==> config.mk <==
export PLATFORM = sky130hd
export DESIGN_NAME = linescanner_capture_sequencer_flat
export DESIGN_NICKNAME = d
export VERILOG_FILES = /design/src/rtl/linescanner_pkg.sv /design/src/rtl/linescanner_capture_sequencer_if.sv /design/src/rtl/linescanner_load_pulse_gen.sv /design/src/rtl/linescanner_capture_sequencer.sv /design/src/flat_wrapper.sv
export SDC_FILE = /design/constraint.sdc
export NUM_CORES = 1
export LEC_CHECK = 0
export ABC_AREA = 1
export CORE_MARGIN = 4
export CORE_UTILIZATION = 55
export CTS_BUF_LIST = sky130_fd_sc_hd__clkbuf_4 sky130_fd_sc_hd__clkbuf_8 sky130_fd_sc_hd__clkbuf_16
export DETAILED_ROUTE_END_ITERATION = 10
export DONT_BUFFER_PORTS = 1
export HOLD_SLACK_MARGIN = 0.1
export PLACE_DENSITY = 0.79
export SKIP_CTS_REPAIR_TIMING = 1
export SYNTH_ARGS = -nofsm -noshare
export SYNTH_HDL_FRONTEND = slang
export SYNTH_HIERARCHICAL = 1
export SYNTH_SLANG_ARGS = --single-unit
==> constraint.sdc <==
create_clock -name pixel_clock -period 2.05 [get_ports pixel_clock]
set_clock_uncertainty 0.2 [all_clocks]
set_input_delay 0.205 -clock pixel_clock [delete_from_list [all_inputs] [get_ports pixel_clock]]
set_output_delay 0.205 -clock pixel_clock [all_outputs]
set_load 0.005 [all_outputs]
==> src/rtl/linescanner_pkg.sv <==
// Shared types and default timings for the line-scan capture sequencer.
//   exp_state_e  : exposure strobe sequencer states
//   load_state_e : end_adc-to-load_pulse generator states
//   T_*          : default phase lengths (minus 1) for the exposure sequence
package linescanner_pkg;

    typedef enum logic [2:0] {
        EXP_IDLE,
        EXP_CVC,
        EXP_CDS,
        EXP_SAMPLE,
        EXP_HOLD
    } exp_state_e;

    typedef enum logic [1:0] {
        LD_IDLE,
        LD_DELAY,
        LD_PULSE,
        LD_WAIT_LOW
    } load_state_e;

    localparam int unsigned T_CVC      = 48;
    localparam int unsigned T_CDS      = 7;
    localparam int unsigned T_SAMPLE   = 48;
    localparam int unsigned T_HOLD     = 6;
    localparam int unsigned LOAD_DELAY = 3;

endpackage

==> src/rtl/linescanner_capture_sequencer_if.sv <==
// Pixel stream bundle between sensor pins and the downstream line buffer.
//   lval, data        : raw sensor line-valid and pixel data
//   pixel_*           : registered pixel, valid and index within the line
//   line_start/end    : line delimiters; line_count completed lines
//   overflow          : sticky flag, a line exceeded LINE_PIXELS
// slave is the capture block, master is the sensor/consumer side.
interface linescanner_capture_sequencer_if #(
    parameter int unsigned DATA_WIDTH     = 8,
    parameter int unsigned LINE_PIXELS    = 2048,
    parameter int unsigned LINE_CNT_WIDTH = 16
);
    localparam int unsigned IDX_W = (LINE_PIXELS > 1) ? $clog2(LINE_PIXELS) : 1;

    logic                      lval;
    logic [DATA_WIDTH-1:0]     data;
    logic [DATA_WIDTH-1:0]     pixel_data;
    logic                      pixel_valid;
    logic [IDX_W-1:0]          pixel_index;
    logic                      line_start;
    logic                      line_end;
    logic [LINE_CNT_WIDTH-1:0] line_count;
    logic                      overflow;

    modport slave (
        input  lval, data,
        output pixel_data, pixel_valid, pixel_index, line_start, line_end,
               line_count, overflow
    );

    modport master (
        output lval, data,
        input  pixel_data, pixel_valid, pixel_index, line_start, line_end,
               line_count, overflow
    );

endinterface

==> src/rtl/linescanner_load_pulse_gen.sv <==
// One-cycle load_pulse issued load_delay+1 cycles after a rising edge of end_adc.
//   pixel_clock, reset : clock, synchronous active-high reset
//   end_adc            : sensor ADC-done flag
//   load_delay         : delay minus 1, captured on the rising edge
//   load_pulse         : registered one-cycle strobe
module linescanner_load_pulse_gen
    import linescanner_pkg::*;
#(
    parameter int unsigned CNT_WIDTH = 8
) (
    input  logic                 pixel_clock,
    input  logic                 reset,
    input  logic                 end_adc,
    input  logic [CNT_WIDTH-1:0] load_delay,
    output logic                 load_pulse
);

    load_state_e          state_q, state_d;
    logic [CNT_WIDTH-1:0] cnt_q, cnt_d;
    logic [CNT_WIDTH-1:0] delay_q, delay_d;
    logic                 end_adc_q;
    logic                 load_pulse_q, load_pulse_d;

    // Next state; rising edges outside IDLE are ignored by construction.
    always_comb begin
        state_d      = state_q;
        cnt_d        = cnt_q;
        delay_d      = delay_q;
        load_pulse_d = 1'b0;
        case (state_q)
            LD_IDLE: begin
                if (end_adc && !end_adc_q) begin
                    state_d = LD_DELAY;
                    cnt_d   = '0;
                    delay_d = load_delay;
                end
            end
            LD_DELAY: begin
                if (cnt_q == delay_q) begin
                    state_d      = LD_PULSE;
                    load_pulse_d = 1'b1;
                end else begin
                    cnt_d = cnt_q + CNT_WIDTH'(1);
                end
            end
            LD_PULSE:    state_d = LD_WAIT_LOW;
            LD_WAIT_LOW: if (!end_adc) state_d = LD_IDLE;
            default:     state_d = LD_IDLE;
        endcase
    end

    always_ff @(posedge pixel_clock) begin
        if (reset) begin
            state_q      <= LD_IDLE;
            cnt_q        <= '0;
            delay_q      <= '0;
            end_adc_q    <= 1'b0;
            load_pulse_q <= 1'b0;
        end else begin
            state_q      <= state_d;
            cnt_q        <= cnt_d;
            delay_q      <= delay_d;
            end_adc_q    <= end_adc;
            load_pulse_q <= load_pulse_d;
        end
    end

    assign load_pulse = load_pulse_q;

endmodule

==> src/rtl/linescanner_capture_sequencer.sv <==
// Line-scan sensor front end: exposure strobes, ADC load pulse, pixel framing.
//   pixel_clock, reset        : clock, synchronous active-high reset
//   enable, single_shot       : arm the exposure sequence / free-run select
//   t_cvc..t_hold, load_delay : phase and delay lengths minus 1
//   end_adc                   : ADC-done flag feeding the load pulse generator
//   rst_cvc, rst_cds, sample  : exposure strobes; busy while sequencing
//   load_pulse                : one-cycle load strobe
//   cap                       : sensor pixel stream in, framed pixels out
module linescanner_capture_sequencer
    import linescanner_pkg::*;
#(
    parameter int unsigned DATA_WIDTH     = 8,
    parameter int unsigned CNT_WIDTH      = 8,
    parameter int unsigned LINE_PIXELS    = 2048,
    parameter int unsigned LINE_CNT_WIDTH = 16
) (
    input  logic                 pixel_clock,
    input  logic                 reset,
    input  logic                 enable,
    input  logic                 single_shot,
    input  logic [CNT_WIDTH-1:0] t_cvc,
    input  logic [CNT_WIDTH-1:0] t_cds,
    input  logic [CNT_WIDTH-1:0] t_sample,
    input  logic [CNT_WIDTH-1:0] t_hold,
    input  logic [CNT_WIDTH-1:0] load_delay,
    input  logic                 end_adc,
    output logic                 rst_cvc,
    output logic                 rst_cds,
    output logic                 sample,
    output logic                 load_pulse,
    output logic                 busy,
    linescanner_capture_sequencer_if.slave cap
);

    localparam int unsigned IDX_W = (LINE_PIXELS > 1) ? $clog2(LINE_PIXELS) : 1;
    localparam int unsigned POS_W = IDX_W + 1;
    localparam logic [POS_W-1:0] POS_MAX = POS_W'(LINE_PIXELS);

    // ---------------- exposure sequencer ----------------
    exp_state_e           exp_state_q, exp_state_d;
    logic [CNT_WIDTH-1:0] exp_cnt_q, exp_cnt_d;
    logic [CNT_WIDTH-1:0] sh_cvc_q, sh_cvc_d, sh_cds_q, sh_cds_d;
    logic [CNT_WIDTH-1:0] sh_sample_q, sh_sample_d, sh_hold_q, sh_hold_d;
    logic [CNT_WIDTH-1:0] phase_lim;
    logic                 phase_done;
    logic                 armed_q, armed_d;
    logic                 rst_cvc_q, rst_cvc_d, rst_cds_q, rst_cds_d;
    logic                 sample_q, sample_d, busy_q, busy_d;

    // Strobes change on phase exits; timings are shadowed at sequence start.
    always_comb begin
        exp_state_d = exp_state_q;
        exp_cnt_d   = exp_cnt_q + CNT_WIDTH'(1);
        sh_cvc_d    = sh_cvc_q;
        sh_cds_d    = sh_cds_q;
        sh_sample_d = sh_sample_q;
        sh_hold_d   = sh_hold_q;
        armed_d     = armed_q;
        rst_cvc_d   = rst_cvc_q;
        rst_cds_d   = rst_cds_q;
        sample_d    = sample_q;
        phase_lim   = sh_cvc_q;
        case (exp_state_q)
            EXP_CDS:    phase_lim = sh_cds_q;
            EXP_SAMPLE: phase_lim = sh_sample_q;
            EXP_HOLD:   phase_lim = sh_hold_q;
            default:    phase_lim = sh_cvc_q;
        endcase
        phase_done = (exp_cnt_q == phase_lim);
        if (phase_done) exp_cnt_d = '0;
        case (exp_state_q)
            EXP_IDLE: begin
                exp_cnt_d = '0;
                if (enable && (armed_q || !single_shot)) begin
                    sh_cvc_d    = t_cvc;
                    sh_cds_d    = t_cds;
                    sh_sample_d = t_sample;
                    sh_hold_d   = t_hold;
                    rst_cvc_d   = 1'b0;
                    exp_state_d = EXP_CVC;
                    if (single_shot) armed_d = 1'b0;
                end else if (!enable) begin
                    armed_d = 1'b1;
                end
            end
            EXP_CVC: if (phase_done) begin
                exp_state_d = EXP_CDS;
                rst_cds_d   = 1'b0;
            end
            EXP_CDS: if (phase_done) begin
                exp_state_d = EXP_SAMPLE;
                sample_d    = 1'b1;
            end
            EXP_SAMPLE: if (phase_done) begin
                exp_state_d = EXP_HOLD;
                sample_d    = 1'b0;
            end
            EXP_HOLD: if (phase_done) begin
                exp_state_d = EXP_IDLE;
                rst_cvc_d   = 1'b1;
                rst_cds_d   = 1'b1;
            end
            default: exp_state_d = EXP_IDLE;
        endcase
        busy_d = (exp_state_d != EXP_IDLE);
    end

    // ---------------- pixel capture ----------------
    logic [POS_W-1:0]          pos_q, pos_d;
    logic                      lval_q;
    logic [DATA_WIDTH-1:0]     pixel_data_q, pixel_data_d;
    logic                      pixel_valid_q, pixel_valid_d;
    logic [IDX_W-1:0]          pixel_index_q, pixel_index_d;
    logic                      line_start_q, line_start_d;
    logic                      line_end_q, line_end_d;
    logic [LINE_CNT_WIDTH-1:0] line_count_q, line_count_d;
    logic                      overflow_q, overflow_d;

    // pos_q counts accepted pixels; it saturates at LINE_PIXELS on overflow.
    always_comb begin
        pos_d         = pos_q;
        pixel_data_d  = pixel_data_q;
        pixel_valid_d = 1'b0;
        pixel_index_d = pixel_index_q;
        line_start_d  = 1'b0;
        line_end_d    = 1'b0;
        line_count_d  = line_count_q;
        overflow_d    = overflow_q;
        if (cap.lval) begin
            if (pos_q < POS_MAX) begin
                pixel_data_d  = cap.data;
                pixel_valid_d = 1'b1;
                pixel_index_d = pos_q[IDX_W-1:0];
                line_start_d  = (pos_q == '0);
                pos_d         = pos_q + POS_W'(1);
            end else begin
                overflow_d = 1'b1;
            end
        end else if (lval_q) begin
            pos_d         = '0;
            pixel_index_d = '0;
            line_end_d    = 1'b1;
            line_count_d  = line_count_q + LINE_CNT_WIDTH'(1);
        end
    end

    always_ff @(posedge pixel_clock) begin
        if (reset) begin
            exp_state_q   <= EXP_IDLE;
            exp_cnt_q     <= '0;
            sh_cvc_q      <= '0;
            sh_cds_q      <= '0;
            sh_sample_q   <= '0;
            sh_hold_q     <= '0;
            armed_q       <= 1'b0;
            rst_cvc_q     <= 1'b1;
            rst_cds_q     <= 1'b1;
            sample_q      <= 1'b0;
            busy_q        <= 1'b0;
            pos_q         <= '0;
            lval_q        <= 1'b0;
            pixel_data_q  <= '0;
            pixel_valid_q <= 1'b0;
            pixel_index_q <= '0;
            line_start_q  <= 1'b0;
            line_end_q    <= 1'b0;
            line_count_q  <= '0;
            overflow_q    <= 1'b0;
        end else begin
            exp_state_q   <= exp_state_d;
            exp_cnt_q     <= exp_cnt_d;
            sh_cvc_q      <= sh_cvc_d;
            sh_cds_q      <= sh_cds_d;
            sh_sample_q   <= sh_sample_d;
            sh_hold_q     <= sh_hold_d;
            armed_q       <= armed_d;
            rst_cvc_q     <= rst_cvc_d;
            rst_cds_q     <= rst_cds_d;
            sample_q      <= sample_d;
            busy_q        <= busy_d;
            pos_q         <= pos_d;
            lval_q        <= cap.lval;
            pixel_data_q  <= pixel_data_d;
            pixel_valid_q <= pixel_valid_d;
            pixel_index_q <= pixel_index_d;
            line_start_q  <= line_start_d;
            line_end_q    <= line_end_d;
            line_count_q  <= line_count_d;
            overflow_q    <= overflow_d;
        end
    end

    linescanner_load_pulse_gen #(
        .CNT_WIDTH (CNT_WIDTH)
    ) u_load_pulse_gen (
        .pixel_clock (pixel_clock),
        .reset       (reset),
        .end_adc     (end_adc),
        .load_delay  (load_delay),
        .load_pulse  (load_pulse)
    );

    assign rst_cvc         = rst_cvc_q;
    assign rst_cds         = rst_cds_q;
    assign sample          = sample_q;
    assign busy            = busy_q;
    assign cap.pixel_data  = pixel_data_q;
    assign cap.pixel_valid = pixel_valid_q;
    assign cap.pixel_index = pixel_index_q;
    assign cap.line_start  = line_start_q;
    assign cap.line_end    = line_end_q;
    assign cap.line_count  = line_count_q;
    assign cap.overflow    = overflow_q;

endmodule

==> src/flat_wrapper.sv <==
// flat-port wrapper written by rule: the top's interface ports become plain ports
module linescanner_capture_sequencer_flat import linescanner_pkg::*;
#(
    parameter int unsigned DATA_WIDTH     = 8,
    parameter int unsigned CNT_WIDTH      = 8,
    parameter int unsigned LINE_PIXELS    = 2048,
    parameter int unsigned LINE_CNT_WIDTH = 16
)
  (pixel_clock, reset, enable, single_shot, t_cvc, t_cds, t_sample, t_hold, load_delay, end_adc, rst_cvc, rst_cds, sample, load_pulse, busy, cap_lval, cap_data, cap_pixel_data, cap_pixel_valid, cap_pixel_index, cap_line_start, cap_line_end, cap_line_count, cap_overflow);
  linescanner_capture_sequencer_if #(.DATA_WIDTH(DATA_WIDTH), .LINE_PIXELS(LINE_PIXELS), .LINE_CNT_WIDTH(LINE_CNT_WIDTH)) cap_i ();
  input  logic pixel_clock;
  input  logic reset;
  input  logic enable;
  input  logic single_shot;
  input  logic [CNT_WIDTH-1:0] t_cvc;
  input  logic [CNT_WIDTH-1:0] t_cds;
  input  logic [CNT_WIDTH-1:0] t_sample;
  input  logic [CNT_WIDTH-1:0] t_hold;
  input  logic [CNT_WIDTH-1:0] load_delay;
  input  logic end_adc;
  output logic rst_cvc;
  output logic rst_cds;
  output logic sample;
  output logic load_pulse;
  output logic busy;
  input wire logic [$bits(cap_i.lval)-1:0] cap_lval;
  input wire logic [$bits(cap_i.data)-1:0] cap_data;
  output wire logic [$bits(cap_i.pixel_data)-1:0] cap_pixel_data;
  output wire logic [$bits(cap_i.pixel_valid)-1:0] cap_pixel_valid;
  output wire logic [$bits(cap_i.pixel_index)-1:0] cap_pixel_index;
  output wire logic [$bits(cap_i.line_start)-1:0] cap_line_start;
  output wire logic [$bits(cap_i.line_end)-1:0] cap_line_end;
  output wire logic [$bits(cap_i.line_count)-1:0] cap_line_count;
  output wire logic [$bits(cap_i.overflow)-1:0] cap_overflow;
  assign cap_i.lval = cap_lval;
  assign cap_i.data = cap_data;
  assign cap_pixel_data = cap_i.pixel_data;
  assign cap_pixel_valid = cap_i.pixel_valid;
  assign cap_pixel_index = cap_i.pixel_index;
  assign cap_line_start = cap_i.line_start;
  assign cap_line_end = cap_i.line_end;
  assign cap_line_count = cap_i.line_count;
  assign cap_overflow = cap_i.overflow;
  linescanner_capture_sequencer #(.DATA_WIDTH(DATA_WIDTH), .CNT_WIDTH(CNT_WIDTH), .LINE_PIXELS(LINE_PIXELS), .LINE_CNT_WIDTH(LINE_CNT_WIDTH)) u_core (.pixel_clock(pixel_clock), .reset(reset), .enable(enable), .single_shot(single_shot), .t_cvc(t_cvc), .t_cds(t_cds), .t_sample(t_sample), .t_hold(t_hold), .load_delay(load_delay), .end_adc(end_adc), .rst_cvc(rst_cvc), .rst_cds(rst_cds), .sample(sample), .load_pulse(load_pulse), .busy(busy), .cap(cap_i));
endmodule
==> results.sh <==
export IMPL_setup_viol=25
export IMPL_place_gp_congestion=0.905
export IMPL_crit_arrival_ns=2.41
export IMPL_synth_distinct_cells=42
export IMPL_reg2reg_from="u_core/exp_state_q[0]"
export IMPL_synth_edf_count=0
export IMPL_crit_type="flip-flop to flip-flop"
export IMPL_clockPowerShare=0.438
export IMPL_pre_cts_slack_ns=-0.0888
export IMPL_required_ns=2.29
export IMPL_cts_made_buffers=17
export IMPL_layout_drive_gt1_share=0.140
export IMPL_start_util=0.574
export IMPL_final_util=0.761
export IMPL_grt_pass1_wl_um=22300
export IMPL_tritoncts="built"
export IMPL_cp_startpoint="u_core/exp_state_q[0]"
export IMPL_p_switching_mw=2.03
export IMPL_finalSetupTns_ns=-1.19
export IMPL_portBuffers=0
export IMPL_yosysMostFrequentCell="nand2_1"
export IMPL_status="finished with violations"
export IMPL_core_um2=9420
export IMPL_yosysSeqAreaShare=0.444
export IMPL_drtPass1Iterations=5
export IMPL_drv_cap=0
export IMPL_hold_ws_ns=-0.429
export IMPL_min_period_ns=2.17
export IMPL_crit_path_max_fanout=10
export IMPL_fin_crit_sh=1.06
export IMPL_n_antenna_cell=0
export IMPL_seqPwrFrac=0.378
export IMPL_drc=0
export IMPL_synthCells=748
export IMPL_hold_viol=42
export IMPL_worst_pin_slew_ns=0.531
export IMPL_path_clk_slew_ns=0.06
export IMPL_row_count=35
export IMPL_clock_sinks=120
export IMPL_ant_nets=0
export IMPL_start_kind="flip-flop"
export IMPL_first_iter_violations=470
export IMPL_viasPerCell=5.46
export IMPL_drv_slew=0
export IMPL_yosys_top_cells_area="dfxtp_1 (44%), nand2_1 (9.7%), nor2_1 (9.4%), o21ai_0 (6.0%), inv_1 (5.0%)"
export IMPL_p_int_mw=5.02
export IMPL_worst_r2r_setup_slack_ns=-0.12
export IMPL_dieWidth_um=107
export IMPL_slew_headroom=0.645
export IMPL_io_pins=98
export IMPL_track_usage=0.238
export IMPL_num_fill_cells=644
export IMPL_hold_path_class="primary input to flip-flop"
export IMPL_ys_flop_type="dfxtp_1"
export IMPL_p_per_area_nw_per_um2=984
export IMPL_syn_cell_area_um2=5410
export IMPL_root_buffer="clkbuf_8"
export IMPL_holdPathStages=1
export IMPL_max_freq_mhz=461
export IMPL_violations="hold timing, setup timing"
export IMPL_grt_antenna_before_repair=0
export IMPL_ys_top_cells_by_count="nand2_1 (140), nor2_1 (135), dfxtp_1 (120)"
export IMPL_ir_worst_vdd_mv=0.584
export IMPL_chipHeight_um=107
export IMPL_hpwlAfterDp_um=9530
export IMPL_fin_cells=984
export IMPL_end_kind="flip-flop"
export IMPL_cts_htree_levels=4
export IMPL_synthToLayoutAreaGrowth_pct=32.6
export IMPL_setup_slack_ns=-0.120
export IMPL_fin_nets=906
export IMPL_leakagePower_nw=3.11
export IMPL_routed_wl_um=15400
export IMPL_ys_ff_latch=120
export IMPL_cts_path_max_buffers=2
export IMPL_ys_warn_count=6
export IMPL_rsz0062_at_grt="true"
export IMPL_hp_start="reset"
export IMPL_async_reset_ff_frac=0
export IMPL_dieArea_um2=11500
export IMPL_swShare=0.288
export IMPL_synth_top_area_share=0.444
export IMPL_r2r_cells=16
export IMPL_r2r_end="u_core/busy"
export IMPL_grt_max_degree=33
export IMPL_syn_num_nets=812
export IMPL_wl_per_cell_um=15.6
export IMPL_grt_ovfl_total=0
export IMPL_placed_cells=877
export IMPL_dr_total_vias=5376
export IMPL_yosysTopAreaCell="dfxtp_1"
export IMPL_pwr_share_comb=0.184
export IMPL_worstSkewPairLatency_ns=0.50
export IMPL_synth_avg_cell_area_um2=7.23
export IMPL_grt_pass1_vias=4832
export IMPL_crit_end="u_core/busy"
area by class of cell:
| cell class | count | area [µm²] | share of cell area |
|---|---|---|---|
| inverters | 80 | 305 | 0.0426 |
| clock buffers | 18 | 422 | 0.0588 |
| multi-input cells | 523 | 2720 | 0.380 |
| repair buffers | 100 | 942 | 0.131 |
| clock inverters | 14 | 198 | 0.0276 |
| well taps | 129 | 161 | 0.0225 |
| flip-flops and latches | 120 | 2410 | 0.337 |
state kept, by name, summed over array words and instances, names as in the netlist, 2 cells and up:
name / flops
u_core/cap.line_count: 16
u_core/cap.pixel_data: 8
u_core/cap.pixel_index: 11
u_core/exp_cnt_q: 8
u_core/exp_state_q: 3
u_core/pos_q: 12
u_core/sh_cds_q: 8
u_core/sh_cvc_q: 8
u_core/sh_hold_q: 8
u_core/sh_sample_q: 8
u_core/u_load_pulse_gen/cnt_q: 8
u_core/u_load_pulse_gen/delay_q: 8
u_core/u_load_pulse_gen/state_q: 2
kinds of logic (layout without fill, tap and decap cells):
logic type               Yosys count  in the layout  synth area share
buffers and inverters            106            212            0.0771
XOR/XNOR                           9              9            0.0146
adder cells (fa/ha/maj)           10             10            0.0231
AND/OR/NAND/NOR                  382            383             0.320
AO/OA/AOI/OAI                    121            121             0.121
flip-flops                       120            120             0.444
routing by layer:
metal  up-vias  part of all wire  track usage  wire length [µm]
met4         0             0.022       0.0685               337
met1      2474              0.41        0.286              6250
met5         -                 0            0                 0
li1       2616                 -            -                 -
met3        38             0.074       0.0795              1140
met2       248              0.50        0.404              7650
worst min-delay path by stage:
stage | endpoint | slack, ns
final | u_core/u_load_pulse_gen/cnt_q[3] | -0.43
after global routing | u_core/u_load_pulse_gen/cnt_q[3] | -0.46
after CTS | u_core/u_load_pulse_gen/cnt_q[3] | -0.46
after detailed placement | u_core/u_load_pulse_gen/cnt_q[3] | 0.07
after global placement | u_core/u_load_pulse_gen/cnt_q[5] | 0.07
after floorplan | u_core/u_load_pulse_gen/end_adc_q | 0.11
cells in the final DEF, fill, tap and decap left out, types with 3 or more instances in the layout:
cell           count
a21oi_1           41
buf_4             28
bufinv_16          4
clkbuf_16         16
clkinv_2           3
clkinv_4           3
dfxtp_1          114
dfxtp_2            4
dlygate4sd3_1     70
ha_1               9
inv_1             72
inv_2              6
nand2_1          136
nand2_2           10
nand3_1           37
nand3_2            7
nand3_4            3
nand3b_1           5
nand4_1           15
nor2_1           133
nor2_2             4
nor2_4             7
nor3_1            13
o21ai_0           65
xnor2_1            4
xor2_1             5
worst max-delay path, stage by stage (launching register included):
cell,delay (ns)
dfxtp_4,0.36
buf_6,0.15
nor2_4,0.14
nand3_1,0.10
nand2_1,0.14
nor2_2,0.06
nand3_1,0.07
nand2_1,0.08
inv_2,0.06
nand2_2,0.06
nor2_4,0.20
nand3_2,0.14
nand2_1,0.08
nand3_1,0.10
nand2_1,0.10
inv_2,0.03
nand2_1,0.04
per-stage QoR:
step	power (mW)	area, µm²
global route	7.38	7170
detailed placement	3.79	5650
CTS	6.90	6260
global placement	3.72	5650
floorplan	3.55	5410
finish	7.05	7170
power by group through the flow:
stage	Sequential, mW	Combinational [mW]	Clock [mW]
floorplan	2.67	0.882	0
global placement	2.70	1.02	0
detailed placement	2.71	1.09	0
CTS	2.66	1.10	3.14
global route	2.69	1.45	3.24
finish	2.67	1.29	3.09
(Power assumes the default switching activity.)
